<file path="src/rtl/apb_regfile_completer.sv">
// apb_regfile_completer: APB completer with a bank of byte-strobed registers
// and a fixed number of wait states per transfer.
// Build option: define APB_COMPLETER_SLVERR_EN to build the out-of-range error
// response (PSLVERR=1, reads return 0, writes dropped). Without it, PSLVERR is
// tied low and out-of-range addresses alias onto PADDR mod RegCount.

// One register of the bank; each byte lane updates only when its strobe is set.
module apb_regfile_reg #(
  parameter int DataWidth = 32,
  parameter int StrbWidth = DataWidth / 8
) (
  input  logic                 clk,
  input  logic                 reset,
  input  logic                 we,
  input  logic [StrbWidth-1:0] strb,
  input  logic [DataWidth-1:0] wdata,
  output logic [DataWidth-1:0] q
);
  for (genvar b = 0; b < StrbWidth; b++) begin : g_lane
    // Byte lane b: clear on reset, load when written with its strobe set.
    always_ff @(posedge clk) begin
      if (reset)                q[8*b +: 8] <= '0;
      else if (we && strb[b])   q[8*b +: 8] <= wdata[8*b +: 8];
    end
  end
endmodule

module apb_regfile_completer #(
  parameter int DataWidth  = 32,
  parameter int AddrWidth  = 32,
  parameter int RegCount   = 16,
  parameter int WaitStates = 2,
  parameter int StrbWidth  = DataWidth / 8
) (
  input  logic                 PCLK,
  input  logic                 reset,
  input  logic                 PSEL,
  input  logic                 PENABLE,
  input  logic                 PWRITE,
  input  logic [AddrWidth-1:0] PADDR,
  input  logic [DataWidth-1:0] PWDATA,
  input  logic [StrbWidth-1:0] PSTRB,
  output logic                 PREADY,
  output logic [DataWidth-1:0] PRDATA,
  output logic                 PSLVERR
);
  localparam int IdxW = $clog2(RegCount);

  typedef enum logic {IDLE, ACCESS} state_t;

  state_t                             state;
  logic [3:0]                         cnt;
  logic [IdxW-1:0]                    idx_q;
  logic                               write_q;
  logic [DataWidth-1:0]               wdata_q;
  logic [StrbWidth-1:0]               strb_q;
  logic [DataWidth-1:0]               rdata_q;
  logic                               err_q;
  logic [RegCount-1:0][DataWidth-1:0] regs;

  logic            setup;
  logic            done;
  logic            err_d;
  logic [IdxW-1:0] idx_d;

  assign setup = PSEL && !PENABLE;
  assign idx_d = PADDR[IdxW-1:0];
  // Completion needs PENABLE=1, so it can never coincide with a setup edge.
  assign done  = PREADY && PSEL && PENABLE;

`ifdef APB_COMPLETER_SLVERR_EN
  assign err_d = (PADDR >= AddrWidth'(RegCount));
  // Error flag of the transfer in flight, captured at setup.
  always_ff @(posedge PCLK) begin
    if (reset)      err_q <= 1'b0;
    else if (setup) err_q <= err_d;
  end
`else
  // Upper address bits only matter for the error check; aliasing ignores them.
  logic unused_addr_hi;
  assign unused_addr_hi = ^PADDR[AddrWidth-1:IdxW];
  assign err_d = 1'b0;
  assign err_q = 1'b0;
`endif

  // Transfer FSM: capture on setup, count wait states, complete or abort.
  always_ff @(posedge PCLK) begin
    if (reset) begin
      state   <= IDLE;
      cnt     <= '0;
      idx_q   <= '0;
      write_q <= 1'b0;
      wdata_q <= '0;
      strb_q  <= '0;
      rdata_q <= '0;
    end else if (setup) begin
      state   <= ACCESS;
      cnt     <= 4'(WaitStates);
      idx_q   <= idx_d;
      write_q <= PWRITE;
      wdata_q <= PWDATA;
      strb_q  <= PSTRB;
      rdata_q <= err_d ? '0 : regs[idx_d];
    end else if (state == ACCESS) begin
      if (!PSEL)                state <= IDLE;
      else if (cnt != 4'd0)     cnt   <= cnt - 4'd1;
      else                      state <= IDLE;
    end
  end

  for (genvar r = 0; r < RegCount; r++) begin : g_reg
    apb_regfile_reg #(.DataWidth(DataWidth), .StrbWidth(StrbWidth)) u_reg (
      .clk   (PCLK),
      .reset (reset),
      .we    (done && write_q && !err_q && (idx_q == IdxW'(r))),
      .strb  (strb_q),
      .wdata (wdata_q),
      .q     (regs[r])
    );
  end

  assign PREADY  = (state == ACCESS) && (cnt == 4'd0);
  assign PRDATA  = (PREADY && !write_q) ? rdata_q : '0;
  assign PSLVERR = PREADY && err_q;
endmodule
</file>
<file path="config.mk">
export PLATFORM = sky130hd
export DESIGN_NAME = apb_regfile_completer
export DESIGN_NICKNAME = d
export VERILOG_FILES = /design/src/rtl/apb_regfile_completer.sv
export SDC_FILE = /design/constraint.sdc
export NUM_CORES = 1
export LEC_CHECK = 0
export CORE_UTILIZATION = 60
export CTS_BUF_LIST = sky130_fd_sc_hd__clkbuf_8
export DETAILED_ROUTE_END_ITERATION = 10
export GPL_ROUTABILITY_DRIVEN = 0
export PLACE_DENSITY = 0.88
export SYNTH_ARGS = -nofsm -noshare
export SYNTH_HDL_FRONTEND = slang
export SYNTH_HIERARCHICAL = 1
export SYNTH_SLANG_ARGS = --single-unit
</file>
<file path="constraint.sdc">
create_clock -name PCLK -period 2.7 [get_ports PCLK]
set_input_delay 0.27 -clock PCLK [delete_from_list [all_inputs] [get_ports PCLK]]
set_output_delay 0.27 -clock PCLK [all_outputs]
set_load 0.01 [all_outputs]
</file>
Yosys cells after proc, flatten, opt, wreduce, memory -nomap -nowiden:

Cells that the tools add are included.
Widths: inputs -> output; s select.

* add/subtract/negate cells: 1
* magnitude comparators: 1
* eq/ne operators: 15
* mux-type cells: 11
* reduce and logical (&&, ||, !) cells: 97

Operators with widths (number)
* $bmux 32 s4: 1
* $logic_and 1x1->1: 86
* $mux 32: 2
* $eq 4x4->1 const B: 8
* $eq 4x3->1 const B: 4
* $eq 4x2->1 const B: 2
* $logic_not 4->1: 2
* $mux 2: 4
* $reduce_and 3->1: 2
* $reduce_bool 2->1: 3
* $lt 4x5->1 const B: 1
* $eq 4x1->1 const B: 1
* $mux 1: 4
* $reduce_bool 4->1: 1
* $sub 4x1->4 const B: 1
* $logic_not 1->1: 2
* $reduce_or 2->1: 1

* register bits: 590
* input bits: 73
* word-level logic and storage cells: 197

Depth between registers and ports, before layout:

* depth after elaboration: 7
* mapped depth: 10

Hierarchy:

Netlist, hierarchy kept.

By module, submodules not included
* apb_regfile_reg: times used 16, cells each 146, area an instance 1463.9 µm², sequential area each 640.6 µm²
* apb_regfile_completer: times used 1, cells each 625, area an instance 6750.2 µm², sequential area each 1561.5 µm²

Least setup slack after synthesis:

Ideal clock, no wire load.

* path type: register to register
* start point: register cnt[0]
* end point: register g_reg[0].u_reg.q[27]
* data arrival time: 2.111 ns
* setup slack: 0.521 ns
* stages on the path, launching flop included: 11
* path buffers: 2
* cells stage by stage: dfxtp_1 > inv_1 > ha_1 > or3b_1 > nor4_1 > nand2b_1 > nor3_1 > buf_6 > buf_2 > nand3_1 > a21oi_2

* word-level cells in the longest chain between the ends: 7

Ends and longest elaborated chain
* start: declaration: line 52 `logic [3:0] cnt;`
* start signal: assignment: line 98 `cnt <= 4'(WaitStates);`
* start signal: assignment: line 106 `else if (cnt != 4'd0) cnt <= cnt - 4'd1;`
* $logic_not 4->1: line 122 `assign PREADY = (state == ACCESS) && (cnt == 4'd0);`
* $logic_and 1x1->1: line 122
* $logic_and 1x1->1 (2 in series): line 69 `assign done = PREADY && PSEL && PENABLE;`
* $logic_and 1x1->1 (2 in series): line 115 `.we (done && write_q && !err_q && (idx_q == IdxW'(r))),`
* $logic_and 1x1->1: line 23 `else if (we && strb[b]) q[8*b +: 8] <= wdata[8*b +: 8];`
* end signal: indexed assignment: line 23
* end: declaration: line 17 `output logic [DataWidth-1:0] q`

No other way between the ends.
A chain may end at the register's enable or synchronous reset.

Worst setup path in the final report:

* start point: register cnt[1]
* end point: output PRDATA[22]

* word-level cells in the longest chain between the ends: 4

Ends and longest elaborated chain
* $logic_not 4->1: line 122
* $logic_and 1x1->1: line 122
* $logic_and 1x1->1: line 123 `assign PRDATA = (PREADY && !write_q) ? rdata_q : '0;`
* $mux 32: line 123
* end: declaration: line 44 `output logic [DataWidth-1:0] PRDATA,`

No other way between the ends.

==> metrics.csv <==
metric,value,unit
Crit Path Class,reg -> out,
placed instance count,3445,
cts bufs inserted,90,
chip height,226,microns
"Data required, critical path",2.43,ns
I/O pins,107,
layout-stage area growth over the synthesis result,7.70,%
data arrival time at the worst-slack endpoint,2.40,ns
final cell count without fillers,3624,
area used by sequential logic in the layout,11800,sq um
most common cell in the netlist,sky130_fd_sc_hd__dfxtp_1,
Root Buffer,sky130_fd_sc_hd__clkbuf_8,
Iteration-0 DRC Markers,3804,
number of DRC violations after detailed routing,0,
main area contributors after synthesis,"sky130_fd_sc_hd__dfxtp_1 (39%), sky130_fd_sc_hd__a21bo_1 (14%), sky130_fd_sc_hd__mux4_2 (9.4%)",
number of port buffers,77,
cell accounting for the most synthesized area,sky130_fd_sc_hd__dfxtp_1,
worst-skew pair later-pin latency,0.69,ns
Final Max Slew Viols,0,
drt total wl,89.4,mm
crit end category,primary output,
min-delay worst type,in -> reg,
number of enable-type register cells in the synthesized netlist,0,
die outline area,51200,sq um
R2R Path Start,cnt[1]$_SDFFE_PP0P_,
Finish-stage setup viols,0,
final critical-path required period,2.67,ns
Post-synth top flop,sky130_fd_sc_hd__dfxtp_1,
Initial Utilization,61.3,%
Filler Cell Count,3387,
power consumption,17.4,mW
pre-CTS worst setup slack,-0.0403,ns
area of the placeable core,49300,sq um
#FFs+latches synth,590,
worst-case clock skew,0.0258,ns
deepest clock path buffer count,3,
Mapped Area,30200,sq um
crit path max fanout,8,
post-synthesis instance total,2961,
async set-or-reset flop fraction in the synthesized netlist,0,%
final worst setup slack,0.0338,ns
number of placement rows,81,
chip width,226,microns
Worst-path clk slew,0.07,ns
n_diodes,0,
Power Dens Cells,536,nW/um^2
DP Wirelength,47.7,mm
proportion of layout cells with a drive suffix above 1,21.9,%
number of warning messages in the yosys log,6,
post-detailed-route via-to-cell ratio,6.91,
antenna violations before repair,5,
headroom to the max-slew limit,37.4,%
transition at the pin with the smallest max-transition slack,0.938,ns
average instance area after synthesis,10.2,sq um
startpoint of the lowest-slack hold path,PADDR[1],
f_max,375,MHz
LEAKAGE,11.1,nW
global-route total usage across every layer,33.8,%
number of nets still failing antenna checks after routing,0,
nets@finish,2964,
Critical Path Start,cnt[1]$_SDFFE_PP0P_,
max-capacitance violation count,0,
status,"finished, final reports clean",
top cell type's share of synthesized area,39.1,%
per-cell routed wire length,24.7,microns
number of vias in the routed layout,25000,
Syn Nets,3035,
first drt pass iteration count,6,
VDD IR max,0.641,mV
largest net degree at the start of global routing,180,
Final Hold Viols,0,
list of most frequent post-synthesis cells,"sky130_fd_sc_hd__dfxtp_1 (590), sky130_fd_sc_hd__nand3_1 (517), sky130_fd_sc_hd__a21oi_1 (461), sky130_fd_sc_hd__a21bo_1 (416), sky130_fd_sc_hd__buf_6 (177)",
number of clock sinks,590,
area of the multi-input gates,15700,sq um
distinct cell type count of the synthesized netlist,39,
sequential share of the synthesized area,39.1,%
H-Tree Depth,3,
residual overflow from global routing,0,
TritonCTS clock tree,done,
CP startpoint kind,register,
vias in the first global route,25000,
global-route wire length before repair,136,mm
"Period Utilization, post-route",98.7,%
==> area by class of cell <==
type	count	area share (%)
clock buffer	119	5.04
clock inverter	43	0.639
inverter	3	0.0347
multi-input combinational	2014	48.3
sequential	590	36.4
tap	664	2.56
timing repair buffer	191	7.06
==> report_power, final <==
group / switching (mW) / internal [mW]
clock: 3.59 / 4.02
sequential: 0.192 / 8.73
combinational: 0.591 / 0.294
total: 4.38 / 13.0
==> layout by cell type (no fill, tap or decap), types with 3 or more instances in the layout <==
cell / Yosys / final
sky130_fd_sc_hd__buf_12: 0 / 54
sky130_fd_sc_hd__nand2b_1: 5 / 4
sky130_fd_sc_hd__dfxtp_1: 590 / 584
sky130_fd_sc_hd__buf_2: 54 / 24
sky130_fd_sc_hd__nor2_1: 16 / 3
sky130_fd_sc_hd__buf_16: 0 / 3
sky130_fd_sc_hd__clkinv_2: 0 / 13
sky130_fd_sc_hd__dfxtp_4: 0 / 4
sky130_fd_sc_hd__clkbuf_8: 0 / 119
sky130_fd_sc_hd__and2_1: 33 / 21
sky130_fd_sc_hd__nor3_2: 0 / 3
sky130_fd_sc_hd__and2_4: 0 / 12
sky130_fd_sc_hd__nor3_1: 11 / 6
sky130_fd_sc_hd__a22oi_1: 30 / 30
sky130_fd_sc_hd__buf_4: 41 / 53
sky130_fd_sc_hd__inv_1: 3 / 29
sky130_fd_sc_hd__nand3_1: 517 / 517
sky130_fd_sc_hd__a21oi_2: 96 / 96
sky130_fd_sc_hd__a21oi_1: 461 / 461
sky130_fd_sc_hd__a21bo_2: 96 / 96
sky130_fd_sc_hd__mux4_2: 126 / 126
sky130_fd_sc_hd__clkdlybuf4s50_1: 0 / 41
sky130_fd_sc_hd__mux2i_1: 35 / 35
sky130_fd_sc_hd__o211ai_1: 29 / 29
sky130_fd_sc_hd__buf_6: 177 / 9
sky130_fd_sc_hd__nor2_4: 0 / 13
sky130_fd_sc_hd__nand2_1: 118 / 118
sky130_fd_sc_hd__a21bo_1: 416 / 416
==> worst max-delay path, stage by stage (launching register included) <==
cell,delay (ns)
sky130_fd_sc_hd__dfxtp_2,0.33
sky130_fd_sc_hd__inv_2,0.07
sky130_fd_sc_hd__ha_4,0.14
sky130_fd_sc_hd__nor3b_4,0.22
sky130_fd_sc_hd__and2_4,0.19
sky130_fd_sc_hd__and2b_4,0.19
sky130_fd_sc_hd__buf_12,0.15
sky130_fd_sc_hd__buf_12,0.15
sky130_fd_sc_hd__and2_4,0.15
sky130_fd_sc_hd__buf_2,0.12
==> repair_timing <==
item / 4_1_cts / 5_1_grt
hold endpoints to repair: 11 / 0
resized for setup: 129 / 42
gates cloned: 3 / 2
endpoints found under the setup margin: 81 / 330
pin swaps: 2 / 4
hold buffers: 1 / 0
buffers inserted: 5 / 6
==> kinds of logic (layout without fill, tap and decap cells) <==
family	Yosys count	count (layout)	share of synthesized area (%)
simple gates	715	715	11.6
compound gates	1133	1133	29.0
fa+ha+maj	1	1	0.0415
xor+xnor	2	2	0.0581
flops	590	590	39.1
other cells	1	1	0.0124
buf+inv	357	356	9.58
mux	162	162	10.6
==> sequential cells by signal (all words and copies together) (netlist names) <==
register	cells
cnt	4
g.u_reg/q	512
idx_q	4
rdata_q	32
state	1
strb_q	4
wdata_q	32
write_q	1
==> through the flow <==
step / TNS (ns) / area [sq um] / hold slack [ns] / utilization (%)
5_1_grt: -0.0320 / 32500 / 0.103 / 66.0
3_5_place_dp: -0.283 / 30400 / 0.461 / 61.7
6_report: 0 / 32500 / 0.0516 / 66.0
3_3_place_gp: 0 / 30400 / 0.455 / 61.7
2_1_floorplan: 0 / 30200 / 0.339 / -
4_1_cts: 0 / 32400 / 0.0287 / 65.7
==> path summary, 6_finish.rpt <==
path / slack (ns) / cells after the start / endpoint
max: 0.03 / 9 / PRDATA[22]
max reg2reg: 0.04 / 11 / g_reg[9].u_reg/q[19]$_SDFFE_PP0P_
min: 0.05 / 3 / idx_q[1]$_SDFFE_PP0P_
min reg2reg: 0.47 / 2 / rdata_q[0]$_SDFFE_PP0P_
==> layer usage <==
layer | vias up | track usage (%) | part of all wire, %
li1 | 10700 | - | -
met5 | - | 0 | 0.051
met2 | 1831 | 54.5 | 47
met3 | 470 | 6.75 | 11
met1 | 12000 | 40.0 | 35
met4 | 6 | 25.3 | 7.1
Power figures use the tool's default switching activity.
==> variant, RTL diff (same flow settings) <==
`DataWidth` is set to 32 in 2 places; all go to 48.
--- a/src/rtl/apb_regfile_completer.sv
+++ b/src/rtl/apb_regfile_completer.sv
@@ -7,5 +7,5 @@
 // One register of the bank; each byte lane updates only when its strobe is set.
 module apb_regfile_reg #(
-  parameter int DataWidth = 32,
+  parameter int DataWidth = 48,
   parameter int StrbWidth = DataWidth / 8
 ) (
@@ -27,5 +27,5 @@
 
 module apb_regfile_completer #(
-  parameter int DataWidth  = 32,
+  parameter int DataWidth  = 48,
   parameter int AddrWidth  = 32,
   parameter int RegCount   = 16,
Interface: changed (resized PRDATA, PSTRB and PWDATA); port bits go from 107 to 141. The function was not compared with the original's and may differ.
==> variant against the unedited design <==
- the flow now finishes with violations (negative setup slack)
- setup slack worse by 0.25 ns
- clock skew is 0.012 ns higher
- final area increased by 72%
- routed wire length is 66% higher
- register-to-register slack worse by 0.24 ns
- sequential cell count grew 290
- via count increased by 50%
- critical endpoint is now PRDATA[32]
- synthesized cell count up 49%
- total power increased by 53%
- synthesized area grew 71%
==> variant: results (changes against the unedited design) <==
[metrics] global router's overall resource usage: 29.9% (-3.9 points)
[metrics] DR vias: 37500 (+50%)
[metrics] sum of met2 wire segment lengths after detailed routing: 68500 um (+64%)
[metrics] skew final: 0.0382 ns (+0.0123 ns)
[metrics] synthesized-area fraction occupied by ao, oa, aoi and oai cells: 30.0% (+0.95 points)
[metrics] met3 WL post-DR: 12400 um (+30%)
[metrics] total leakage power: 17.2 nW (+55%)
[metrics] worst-margin pin slew: 1.17 ns (+0.230 ns)
[metrics] post-CTS setup buffer count: 14 (+9)
[metrics] number of buffers created by CTS: 146 (+62%)
[metrics] number of H-tree branching levels: 4 (+1)
[metrics] run status: finished, violations left
[metrics] pin count of the biggest net entering global routing: 163 (-9.4%)
[metrics] critical register-to-register path endpoint: g_reg[1].u_reg/q[33]
[metrics] hold-fix buffers at CTS: 29 (+28)
[metrics] initial antenna violation count: 4 (-1)
[metrics] Distinct cells, synth: 42 (+7.7%)
[metrics] routed length on met1: 57500 um (+81%)
[metrics] met3 demand-to-capacity share in global routing: 5.16% (-1.6 points)
[metrics] min setup slack post-route: -0.219 ns (-0.253 ns)
[metrics] number of DRC markers in iteration 0: 3977 (+4.5%)
[metrics] Synth-to-Final Area Change: 8.11%
[metrics] failing checks: negative setup slack
[metrics] Avg WL per Cell: 26.4 um (+7.0%)
[metrics] clock insertion delay at the later pin of the skew report: 0.83 ns (+0.14 ns)
[metrics] non-filler cells in the finished layout: 5639 (+56%)
[metrics] routing usage on met1: 37.8% (-2.2 points)
[metrics] biggest regs: g.u_reg/q (768), rdata_q (48), wdata_q (48)
[metrics] Final nets: 4479 (+51%)
[metrics] multiplexer share of the synthesized area: 9.25% (-1.4 points)
[metrics] number of endpoints failing setup at the final stage: 374 (+374)
[metrics] Hold Worst Slack: 0.0394 ns (-0.0122 ns)
[metrics] capture endpoint of the worst hold path: wdata_q[0]
[metrics] setup slack at placement: 0.0181 ns (+0.0584 ns)
[metrics] total cell area at the placement stage: 0.0514 sq mm (+69%)
[metrics] Avg Synthesized Cell Area: 11.7 sq um (+15%)
==> variant: cell types whose count changed in the layout (fill, tap and decap cells not counted), sizes merged, moves of 57 or more <==
cell and delta:
nand3 +258, buf +112, nand2 +57, mux4 +58
a21bo +256, dfxtp +290, clkbuf +76, a21oi +274
==> variant: power groups by stage <==
stage          Combinational, mW  Sequential [mW]  Clock, mW
2_1_floorplan               1.26             13.5          0
3_3_place_gp                1.45             13.6          0
3_5_place_dp                1.46             13.6          0
4_1_cts                     1.56             13.3       11.7
5_1_grt                     1.67             13.3       12.4
6_report                    1.61             13.3       11.8
==> variant: worst max-delay path by stage <==
| stage | start | endpoint | slack [ns] | cells past startpoint |
|---|---|---|---|---|
| floorplan | cnt[0] | g_reg[0].u_reg/q[24] | 0.47 | 11 |
| global placement | cnt[0] | g_reg[2].u_reg/q[15] | 0.05 | 11 |
| detailed placement | cnt[0] | g_reg[5].u_reg/q[11] | 0.02 | 11 |
| CTS | cnt[0] | PRDATA[31] | -0.15 | 10 |
| global route | cnt[0] | PRDATA[32] | -0.28 | 10 |
| finish | cnt[0] | PRDATA[32] | -0.22 | 10 |
==> variant: kinds of logic after synthesis <==
group / after synthesis
flops: 880
mux: 247
xor+xnor: 2
other cells: 1
fa+ha+maj: 1
simple gates: 1046
compound gates: 1696
buf+inv: 547
==> variant: area by class of cell <==
class | instances | area share (%)
diodes | 3 | 0.0135
clock buffers | 180 | 4.44
clock inverters | 73 | 0.652
inverters | 2 | 0.0135
multi-input cells | 2993 | 51.8
flip-flops and latches | 880 | 31.6
well taps | 1144 | 2.56
repair buffers | 364 | 8.89
